## config.mk

```make
export PLATFORM = sky130hd
export DESIGN_NAME = vga_pixel_renderer
export DESIGN_NICKNAME = d
export VERILOG_FILES = /design/src/rtl/vga_pkg.sv /design/src/rtl/sprite_pos_buffer.sv /design/src/rtl/vga_pixel_renderer.sv
export SDC_FILE = /design/constraint.sdc
export NUM_CORES = 1
export LEC_CHECK = 0
export CORE_MARGIN = 4
export CORE_UTILIZATION = 49
export CTS_CLUSTER_SIZE = 16
export DETAILED_ROUTE_END_ITERATION = 12
export GPL_ROUTABILITY_DRIVEN = 0
export PLACE_DENSITY = 0.79
export RECOVER_POWER = 100
export SLEW_MARGIN = 40
export SYNTH_ARGS = -nofsm -noshare
export SYNTH_HDL_FRONTEND = slang
export SYNTH_SLANG_ARGS = --single-unit
```

## constraint.sdc

```tcl
create_clock -name clock -period 2.8 [get_ports clock]
set_input_delay 0.28 -clock clock [delete_from_list [all_inputs] [get_ports clock]]
set_output_delay 0.28 -clock clock [all_outputs]
set_load 0.005 [all_outputs]
```

## src/rtl/vga_pkg.sv

```systemverilog
// Shared constants and types for the VGA pixel path.
// Screen geometry, tile-map shape and common typedefs.
package vga_pkg;

  localparam int H_VISIBLE  = 640;
  localparam int V_VISIBLE  = 480;
  localparam int TILE_SHIFT = 4;
  localparam int MAP_COLS   = 40;

  typedef logic [7:0] rgb8_t;
  typedef logic [9:0] pixel_coord_t;

endpackage

```

## src/rtl/sprite_pos_buffer.sv

```systemverilog
// Pending/active sprite position with valid/ready intake.
// The active position only changes on the frame-boundary strobe.
module sprite_pos_buffer
  import vga_pkg::*;
#(
  parameter int X0 = 304,
  parameter int Y0 = 400
) (
  input  logic         clock,
  input  logic         reset,
  input  pixel_coord_t x_req_i,
  input  pixel_coord_t y_req_i,
  input  logic         valid_i,
  output logic         ready_o,
  input  logic         frame_boundary_i,
  output pixel_coord_t sx_o,
  output pixel_coord_t sy_o
);

  logic         full_q, full_d;
  pixel_coord_t px_q, px_d;
  pixel_coord_t py_q, py_d;
  pixel_coord_t ax_q, ax_d;
  pixel_coord_t ay_q, ay_d;

  always_ff @(posedge clock or posedge reset) begin
    if (reset) begin
      full_q <= 1'b0;
      px_q   <= '0;
      py_q   <= '0;
      ax_q   <= pixel_coord_t'(X0);
      ay_q   <= pixel_coord_t'(Y0);
    end else begin
      full_q <= full_d;
      px_q   <= px_d;
      py_q   <= py_d;
      ax_q   <= ax_d;
      ay_q   <= ay_d;
    end
  end

  // A request landing on a boundary with an empty buffer waits a frame.
  always_comb begin
    full_d = full_q;
    px_d   = px_q;
    py_d   = py_q;
    ax_d   = ax_q;
    ay_d   = ay_q;
    if (frame_boundary_i && full_q) begin
      ax_d   = px_q;
      ay_d   = py_q;
      full_d = 1'b0;
    end else if (valid_i && !full_q) begin
      px_d   = x_req_i;
      py_d   = y_req_i;
      full_d = 1'b1;
    end
  end

  assign ready_o = !full_q;
  assign sx_o    = ax_q;
  assign sy_o    = ay_q;

endmodule

```

## src/rtl/vga_pixel_renderer.sv

```systemverilog
// Tile background plus one solid sprite, fixed 3-cycle pipeline.
// Define RENDER_DEBUG_GRID_EN to overlay a white 16-pixel grid.
module vga_pixel_renderer
  import vga_pkg::*;
#(
  parameter int    SPRITE_W     = 32,
  parameter int    SPRITE_H     = 32,
  parameter rgb8_t SPRITE_COLOR = 8'hE0,
  parameter int    SPRITE_X0    = 304,
  parameter int    SPRITE_Y0    = 400
) (
  input  logic         clock,
  input  logic         reset,
  input  pixel_coord_t pixel_x,
  input  pixel_coord_t pixel_y,
  input  logic         video_on_in,
  input  logic         hsync_in,
  input  logic         vsync_in,
  input  pixel_coord_t sprite_x_req,
  input  pixel_coord_t sprite_y_req,
  input  logic         sprite_pos_valid,
  output logic         sprite_pos_ready,
  output logic [10:0]  map_addr,
  input  logic [3:0]   map_data,
  output logic [11:0]  tile_addr,
  input  rgb8_t        tile_data,
  output rgb8_t        rgb,
  output logic         hsync_out,
  output logic         vsync_out,
  output logic         video_on_out
);

  pixel_coord_t sx, sy;
  logic         boundary;

  assign boundary = (pixel_x == '0) &&
                    (pixel_y == pixel_coord_t'(V_VISIBLE));

  sprite_pos_buffer #(
    .X0 (SPRITE_X0),
    .Y0 (SPRITE_Y0)
  ) u_pos (
    .clock            (clock),
    .reset            (reset),
    .x_req_i          (sprite_x_req),
    .y_req_i          (sprite_y_req),
    .valid_i          (sprite_pos_valid),
    .ready_o          (sprite_pos_ready),
    .frame_boundary_i (boundary),
    .sx_o             (sx),
    .sy_o             (sy)
  );

  // Stage 0: map lookup and sprite hit, widened to avoid wrap.
  logic [10:0] trow, tcol;
  logic [10:0] x11, y11, sx11, sy11;
  logic        hit_d;

  assign trow = 11'(pixel_y >> TILE_SHIFT);
  assign tcol = 11'(pixel_x >> TILE_SHIFT);
  assign map_addr = video_on_in ?
                    trow * 11'(MAP_COLS) + tcol : '0;

  assign x11  = {1'b0, pixel_x};
  assign y11  = {1'b0, pixel_y};
  assign sx11 = {1'b0, sx};
  assign sy11 = {1'b0, sy};
  assign hit_d = (x11 >= sx11) &&
                 (x11 < sx11 + 11'(SPRITE_W)) &&
                 (y11 >= sy11) &&
                 (y11 < sy11 + 11'(SPRITE_H));

  logic [3:0] x1_q, y1_q;
  logic       hit1_q, von1_q, hs1_q, vs1_q;

  always_ff @(posedge clock or posedge reset) begin
    if (reset) begin
      x1_q   <= '0;
      y1_q   <= '0;
      hit1_q <= 1'b0;
      von1_q <= 1'b0;
      hs1_q  <= 1'b1;
      vs1_q  <= 1'b1;
    end else begin
      x1_q   <= pixel_x[3:0];
      y1_q   <= pixel_y[3:0];
      hit1_q <= hit_d;
      von1_q <= video_on_in;
      hs1_q  <= hsync_in;
      vs1_q  <= vsync_in;
    end
  end

  // Stage 1: pattern lookup.
  assign tile_addr = {map_data, y1_q, x1_q};

  logic hit2_q, von2_q, hs2_q, vs2_q;

  always_ff @(posedge clock or posedge reset) begin
    if (reset) begin
      hit2_q <= 1'b0;
      von2_q <= 1'b0;
      hs2_q  <= 1'b1;
      vs2_q  <= 1'b1;
    end else begin
      hit2_q <= hit1_q;
      von2_q <= von1_q;
      hs2_q  <= hs1_q;
      vs2_q  <= vs1_q;
    end
  end

`ifdef RENDER_DEBUG_GRID_EN
  logic grid2_q;

  always_ff @(posedge clock or posedge reset) begin
    if (reset) begin
      grid2_q <= 1'b0;
    end else begin
      grid2_q <= (x1_q == 4'd0) || (y1_q == 4'd0);
    end
  end
`endif

  // Stage 2: colour select, later assignments take priority.
  rgb8_t rgb_d;

  always_comb begin
    rgb_d = tile_data;
`ifdef RENDER_DEBUG_GRID_EN
    if (grid2_q) rgb_d = 8'hFF;
`endif
    if (hit2_q) rgb_d = SPRITE_COLOR;
    if (!von2_q) rgb_d = '0;
  end

  always_ff @(posedge clock or posedge reset) begin
    if (reset) begin
      rgb          <= '0;
      video_on_out <= 1'b0;
      hsync_out    <= 1'b1;
      vsync_out    <= 1'b1;
    end else begin
      rgb          <= rgb_d;
      video_on_out <= von2_q;
      hsync_out    <= hs2_q;
      vsync_out    <= vs2_q;
    end
  end

endmodule
```

Word-level counts from Yosys, hierarchy flattened
Cells that the tools add are included.
{ "totals": {"register_bits": 68, "wordCells": 44, "input_bits": 58, "out_inout_bits": 35} }
{ "op_classes": {"n_reduce_logical": 10, "n_lt_le_gt_ge": 4, "bitwise": 1, "n_mul": 1, "muxes": 5, "n_eq_ne": 1, "addsub": 3} }
{ "ops": {"columns": ["op", "count"], "rows": [
  ["$add A10 B6 Y11 const B", 2],
  ["$lt A10 B11 Y1", 2],
  ["$ge A10 B10 Y1", 2],
  ["$mux W8", 2],
  ["$add A11 B6 Y11", 1],
  ["$mux W11", 1],
  ["$eq A10 B9 Y1 const B", 1],
  ["$logic_not A10 Y1", 1],
  ["$mul A6 B3 Y8 const B", 1],
  ["$logic_and A1 B1 Y1", 6],
  ["$mux W1", 2],
  ["$reduce_and A2 Y1", 1],
  ["$reduce_bool A2 Y1", 1],
  ["$logic_not A1 Y1", 1],
  ["$not A1 Y1", 1]
]} }

Depth between registers and ports, before layout
Gate-level depths: netlist (run 1).
{ "depth": {"ltp_word": 5, "ltp_mapped": 9, "ltp_nobuf": 9} }

Cells and area by module
From an unflattened synthesis (run 1), not the netlist that was laid out.
{ "hier_totals": {"hier_cells": 301, "area_unflattened_um2": 3759.9} }
{ "by_module_without_submodules": {"columns": ["mod", "area_each_um2", "instances", "seq_area_each_um2", "cells_per_inst"], "rows": [
  ["vga_pixel_renderer", 2120.8, 1, 683.2, 211],
  ["sprite_pos_buffer", 1639.1, 1, 1033.5, 90]
]} }

Worst setup path before layout (run 1)
OpenSTA, ideal clock, no wires.
{ "synth_timing": {"path_type": "input to output", "start": "input pixel_y[5]", "end": "output map_addr[10]", "arrival_time_ps": 2043, "path_stages": 8, "path_buffers": 0, "path_slack_ps": 477, "t_required_ps": 2520, "cell_sequence": "ha_1 > ha_1 > fa_1 > nand2_1 > or2_2 > nor2_1 > and3_1 > o21a_1"} }
{ "synth_between": {"elab_chain_len": 3} }
{ "synth_lines": {"columns": ["item", "line_no", "source"], "rows": [
  ["from (decl)", "vga_pixel_renderer.sv:15", "input pixel_coord_t pixel_y,"],
  ["$mul A6 B3 Y8", "vga_pixel_renderer.sv:62", "trow * 11'(MAP_COLS) + tcol : '0;"],
  ["$add A11 B6 Y11", "vga_pixel_renderer.sv:62", null],
  ["$mux W11", "vga_pixel_renderer.sv:61", "assign map_addr = video_on_in ?"],
  ["to (decl)", "vga_pixel_renderer.sv:23", "output logic [10:0] map_addr,"]
]} }
No other way between the ends.

Final worst setup path (run 1)
Same ends and word-level chain as after synthesis.

==> results.yml, run 1 <==
worst_setup_path:
  crit_type: "primary input to output pin"
  critPathCaptureType: "output pin"
  rrSetupSlack_ps: 540
  cp_max_fo: 3
  cp_data_required_time_ps: 2520
  cpPeakStageDelay_ps: 580
  crit_family: "adder cells"
  arrival_ps: 2480
  crit_chain: "dlygate4sd2_1, ha_1, ha_2, fa_2, nand2_2, or2_4, nor2_4, and3_1, o21a_1, clkbuf_2"
  slowest_stage: "fa_2"
  path_buf_inv: 2
  start_kind: "primary input"
timing:
  min_period_ps: 2760
  max_slew_margin_pct: -7.01
  whs_ps: 358
  setup_tns_ps: 0
  finalCritPeriodShare_pct: 98.5
  fmax_mhz: 363
  setup_viol: 0
  clock_skew_ps: 7.45
  worst_pin_slew_ps: 1610
  grt_setup_unrepaired: "true"
  report.final.slew_viol_count: 69
  hold_viol_final: 0
cts:
  cts_setup_buffers: 0
  cts_tree: "done"
  hold_buffers: 0
  clock-root-buffer: "clkbuf_8"
  cts.htree.levels: 3
  clockBufferDepth: 2
  clock-sinks: 68
  path_clk_slew_ps: 70
  numCtsBuffers: 9
  insertion_delay_ps: 340
route:
  drtIter0Drc: 57
  drc: 0
  dr.pass1.iters: 4
  route.antenna.remaining_nets: 0
  routed_wl_um: 7910
  wire_per_inst_um: 15.3
  viasPerCell: 5.11
  vias: 2635
placed_design:
  dp_hpwl_um: 6170
  port_buffers: 84
finish:
  final_layout_size_suffix_gt1_share_pct: 22.8
  area_delta_synth_final_pct: 34.0
  antenna_cells: 0
  nets: 515
die:
  die_h_um: 94.3
  rows: 31
  start_util_pct: 50.3
  io_pins: 93
  fp.coreArea_um2: 7250
  die_area_um2: 8890
  die_w_um: 94.3
run_status:
  status: "finished with violations"
  failed_checks: "capacitance limit, slew limit"
min_path:
  min_path_type: "register to register"
synthesis:
  mappedNetlistNets: 411
  avgSynthCellArea_um2: 11.8
  synth.yosys.seq_area_share_pct: 47.1
  ys_warn_count: 0
  yosys.area.top_type: "dfrtp_1"
  syn_area_um2: 3650
  yosysTopAreaCellShare_pct: 38.4
  synth_edf_count: 0
  netlist_top_cells_count: "56 x dfrtp_1, 43 x ha_1, 39 x mux2_2, 25 x inv_1, 18 x a21oi_1"
  ys_async_sr_fraction_pct: 100
  ys_ff_latch: 68
  syn_inst: 308
  yosysMostFrequentCell: "dfrtp_1"
  synth_area_leaders: "dfrtp_1 38%, ha_1 15%, mux2_2 12%"
  ys_types: 40
  ys.flop_type: "dfrtp_1"
global_routing:
  grt_pass1_wl_um: 13200
  grt_max_degree: 69
  grt_pass1_vias: 2900
  grt_overflow: 0
  antenna_found_initial: 0
  grt_util_all_layers_pct: 19.2
power:
  power.density_nw_per_um2: 463
  peakVddDrop_mv: 0.252
  p_leak_nw: 2.19
flow_run:
  cap_viol_max_count: 1
through the flow:
stage / cells / total power (W) / instance area [um2] / utilization [%] / setup WS (ps)
after floorplan: 308 / 0.00126 / 3650 / - / 477
after global placement: 500 / 0.00147 / 4680 / 64.5 / -490
after detailed placement: 500 / 0.00149 / 4680 / 64.5 / -571
final: 516 / 0.00227 / 4890 / 67.4 / 42.8
after CTS: 516 / 0.00230 / 4900 / 67.6 / 10.8
after global routing: 516 / 0.00239 / 4890 / 67.4 / -69.9
layout make-up:
class / count / area [um2]
flip-flops and latches: 68 / 1720
fillers: 556 / 2360
inverters: 25 / 93.8
repair buffers: 101 / 935
multi-input cells: 207 / 1830
clock inverters: 6 / 63.8
clock buffers: 10 / 128
well taps: 99 / 124
power by group:
| part | leakage, nW | internal [W] | switching, W |
|---|---|---|---|
| registers | 0.836 | 0.00104 | 0.0000222 |
| clock network | 0.0927 | 0.000412 | 0.000382 |
| logic | 1.26 | 0.000236 | 0.000173 |
layer usage:
metal | up-vias | global-route usage, % | wire length [um]
met5 | - | 0 | 0
met4 | 0 | 8.30 | 138
met3 | 13 | 3.85 | 405
met2 | 78 | 31.6 | 4030
met1 | 1267 | 24.5 | 3330
li1 | 1277 | - | -
placed cells by master (no fill, tap or decap), types with 6 or more instances in the layout:
cell	Yosys	routed
a21o_1	6	6
xnor2_1	11	9
clkdlybuf4s50_1	0	39
dlygate4sd2_1	0	6
dlygate4sd3_1	0	37
clkbuf_8	0	9
o21ai_0	7	7
nand2_1	10	9
o21a_1	8	8
buf_4	4	12
inv_1	25	24
and2_1	10	6
nor2_1	17	15
a21oi_1	18	15
mux2_2	39	39
dfstp_2	12	11
dfrtp_1	56	56
ha_1	43	40
repair_timing:
item,4_1_cts,5_1_grt
pin swaps,3,8
cloned,0,0
setup endpoints to repair,4,3
resized for setup,17,10
cells by family (layout without fill, tap and decap cells):
kind of cell             after synthesis  count (layout)  share of synthesized area [%]
flip-flops                            68              68                           47.1
buffers and inverters                 33             142                           4.22
AO/OA/AOI/OAI                         47              47                           7.99
multiplexers                          40              40                           12.3
adder cells (fa/ha/maj)               45              45                           15.8
XOR/XNOR                              13              13                           3.12
AND/OR/NAND/NOR                       62              62                           9.40
final timing paths:
check	startpoint	endpoint	cells after the start
max	pixel_y[5]	map_addr[10]	10
min	hs2_q	hsync_out	0
max reg2reg	u_pos.sx_o[5]	hit1_q	8
min reg2reg	hs2_q	hsync_out	0
max in group asynchronous	reset	von1_q	3
min in group asynchronous	reset	u_pos.sy_o[6]	3
state kept, by name (all words and copies together), names as in the netlist:
name and flops:
y1_q 4, vs1_q 1, rgb 8, x1_q 4, hit2_q 1, u_pos.px_q 10, u_pos.full_q 1, von1_q 1
von2_q 1, vsync_out 1, u_pos.py_q 10, u_pos.sy_o 10, u_pos.sx_o 10, vs2_q 1, hsync_out 1, hit1_q 1
hs1_q 1, hs2_q 1, video_on_out 1
No activity file was read; power rests on OpenSTA's default activity.
==> inputs of run 2 (changes only) <==
- MAX_ROUTING_LAYER: not set -> met4
==> run 2 against run 1 <==
Against the previous run:
- the flow still finishes with violations (capacitance limit, slew limit)
- power is essentially flat
- sequential power is essentially flat
- critical path depth is the same
- global-route usage grew 0.49 points
- sequential share of layout area is the same
- clock skew grew 1.7 ps
- core utilization is the same
- worst hold slack is essentially flat
- flip-flop and latch count is the same
- highest routed layer unchanged
==> results.yml, run 2 (synthesis gave the netlist of run 1 again) <==
run_status:
  status: "finished with violations"
  failed_checks: "capacitance limit, slew limit"
worst_setup_path:
  arrival_ps: 2470
  cpPeakStageDelay_ps: 580
  slowest_stage: "fa_2"
  crit_family: "adder cells"
  path_buf_inv: 2
  crit_chain: "dlygate4sd2_1, ha_1, ha_2, fa_2, nand2_2, or2_4, nor2_4, and3_1, o21a_1, clkbuf_2"
  rrSetupSlack_ps: 540
  start_kind: "primary input"
  cp_max_fo: 3
  cp_data_required_time_ps: 2520
  critPathCaptureType: "output pin"
  crit_type: "primary input to output pin"
cts:
  cts_setup_buffers: 0
  clock-sinks: 68
  path_clk_slew_ps: 70
  clockBufferDepth: 2
  insertion_delay_ps: 340
  cts.htree.levels: 3
  numCtsBuffers: 9
  cts_tree: "done"
  hold_buffers: 0
  clock-root-buffer: "clkbuf_8"
finish:
  mostFrequentLayoutCell: "dfrtp_1"
  antenna_cells: 0
  design_area_um2: 4890
  area_delta_synth_final_pct: 34.0
  layout_common_cells: "56 x dfrtp_1, 40 x ha_1, 39 x mux2_2, 39 x clkdlybuf4s50_1, 37 x dlygate4sd3_1"
  nets: 515
  stdcell_count: 516
  final_layout_size_suffix_gt1_share_pct: 22.8
power:
  p_sw_share_pct: 25.5
  p_clk_share_pct: 35.1
  internal_power_w: 0.00169
  p_leak_nw: 2.19
  power.density_nw_per_um2: 464
  p_comb_share_pct: 18.1
  peakVddDrop_mv: 0.252
  power_frac_seq_pct: 46.9
  p_sw_w: 0.000579
route:
  route.antenna.remaining_nets: 0
  drc: 0
  viasPerCell: 5.12
  drtIter0Drc: 66
  dr.pass1.iters: 4
  wire_per_inst_um: 15.4
  routed_wl_um: 7920
  vias: 2642
timing:
  grt_setup_unrepaired: "true"
  max_slew_margin_pct: -7.05
  finalCritPeriodShare_pct: 98.1
  min_period_ps: 2750
  setup_viol: 0
  worst_slack_ps: 52.8
  clock_skew_ps: 9.12
  fmax_mhz: 364
  worst_pin_slew_ps: 1610
  report.final.slew_viol_count: 69
  hold_viol_final: 0
global_routing:
  grt_max_degree: 69
  antenna_found_initial: 0
  grt_util_all_layers_pct: 19.7
  grt_pass1_wl_um: 13200
  grt_overflow: 0
  grt_pass1_vias: 2906
die:
  io_pins: 93
  die_h_um: 94.3
  fp.coreArea_um2: 7250
  die_area_um2: 8890
  die_w_um: 94.3
  start_util_pct: 50.3
  rows: 31
placed_design:
  placed_cell_area_um2: 4680
  dp_hpwl_um: 6170
  port_buffers: 84
  place_inst: 500
  dp_worst_setup_slack_ps: -571
min_path:
  min_path_type: "register to register"
flow_run:
  cap_viol_max_count: 1
## run 2: stage by stage
stage,utilization [%],total power (W),TNS (ps),hold slack (ps)
after CTS,67.6,0.00230,0,328
final,67.4,0.00227,0,358
after global placement,64.5,0.00147,-1080,346
after global routing,67.4,0.00238,-90.5,361
after detailed placement,64.5,0.00149,-1370,347
after floorplan,-,0.00126,0,284
## run 2: path summary, 6_finish.rpt
check                              start       endpoint  depth (start not counted)
setup / recovery              pixel_y[5]   map_addr[10]                         10
hold / removal                     hs2_q      hsync_out                          0
setup reg to reg           u_pos.sx_o[5]         hit1_q                          8
hold reg to reg                    hs2_q      hsync_out                          0
max in group asynchronous          reset         von1_q                          3
min in group asynchronous          reset  u_pos.sy_o[6]                          3
## run 2: cell type report
| cell class | instances | area (um2) |
|---|---|---|
| Clock buffer | 10 | 128 |
| Clock inverter | 6 | 63.8 |
| Fill cell | 556 | 2360 |
| Inverter | 25 | 93.8 |
| Multi-Input combinational cell | 207 | 1830 |
| Sequential cell | 68 | 1720 |
| Tap cell | 99 | 124 |
| Timing Repair Buffer | 101 | 935 |
## run 2: power groups by stage
stage	combinational [W]	clock, W	sequential (W)
2_1_floorplan	0.000188	0	0.00108
3_3_place_gp	0.000392	0	0.00108
3_5_place_dp	0.000409	0	0.00108
4_1_cts	0.000417	0.000819	0.00106
5_1_grt	0.000455	0.000861	0.00107
6_report	0.000410	0.000795	0.00106
## run 2: metal layers
metal	part of all wire [%]	up-vias	GRT usage (%)	wire length, um
met5	0	-	-	0
met4	1.7	0	8.30	138
met3	4.7	13	3.77	372
met2	51	74	31.6	4020
met1	43	1277	24.5	3390
li1	-	1278	-	-
## run 2: repair_timing
action / in CTS / in global routing
pin swaps: 3 / 8
resized for setup: 17 / 10
setup endpoints to repair: 4 / 3
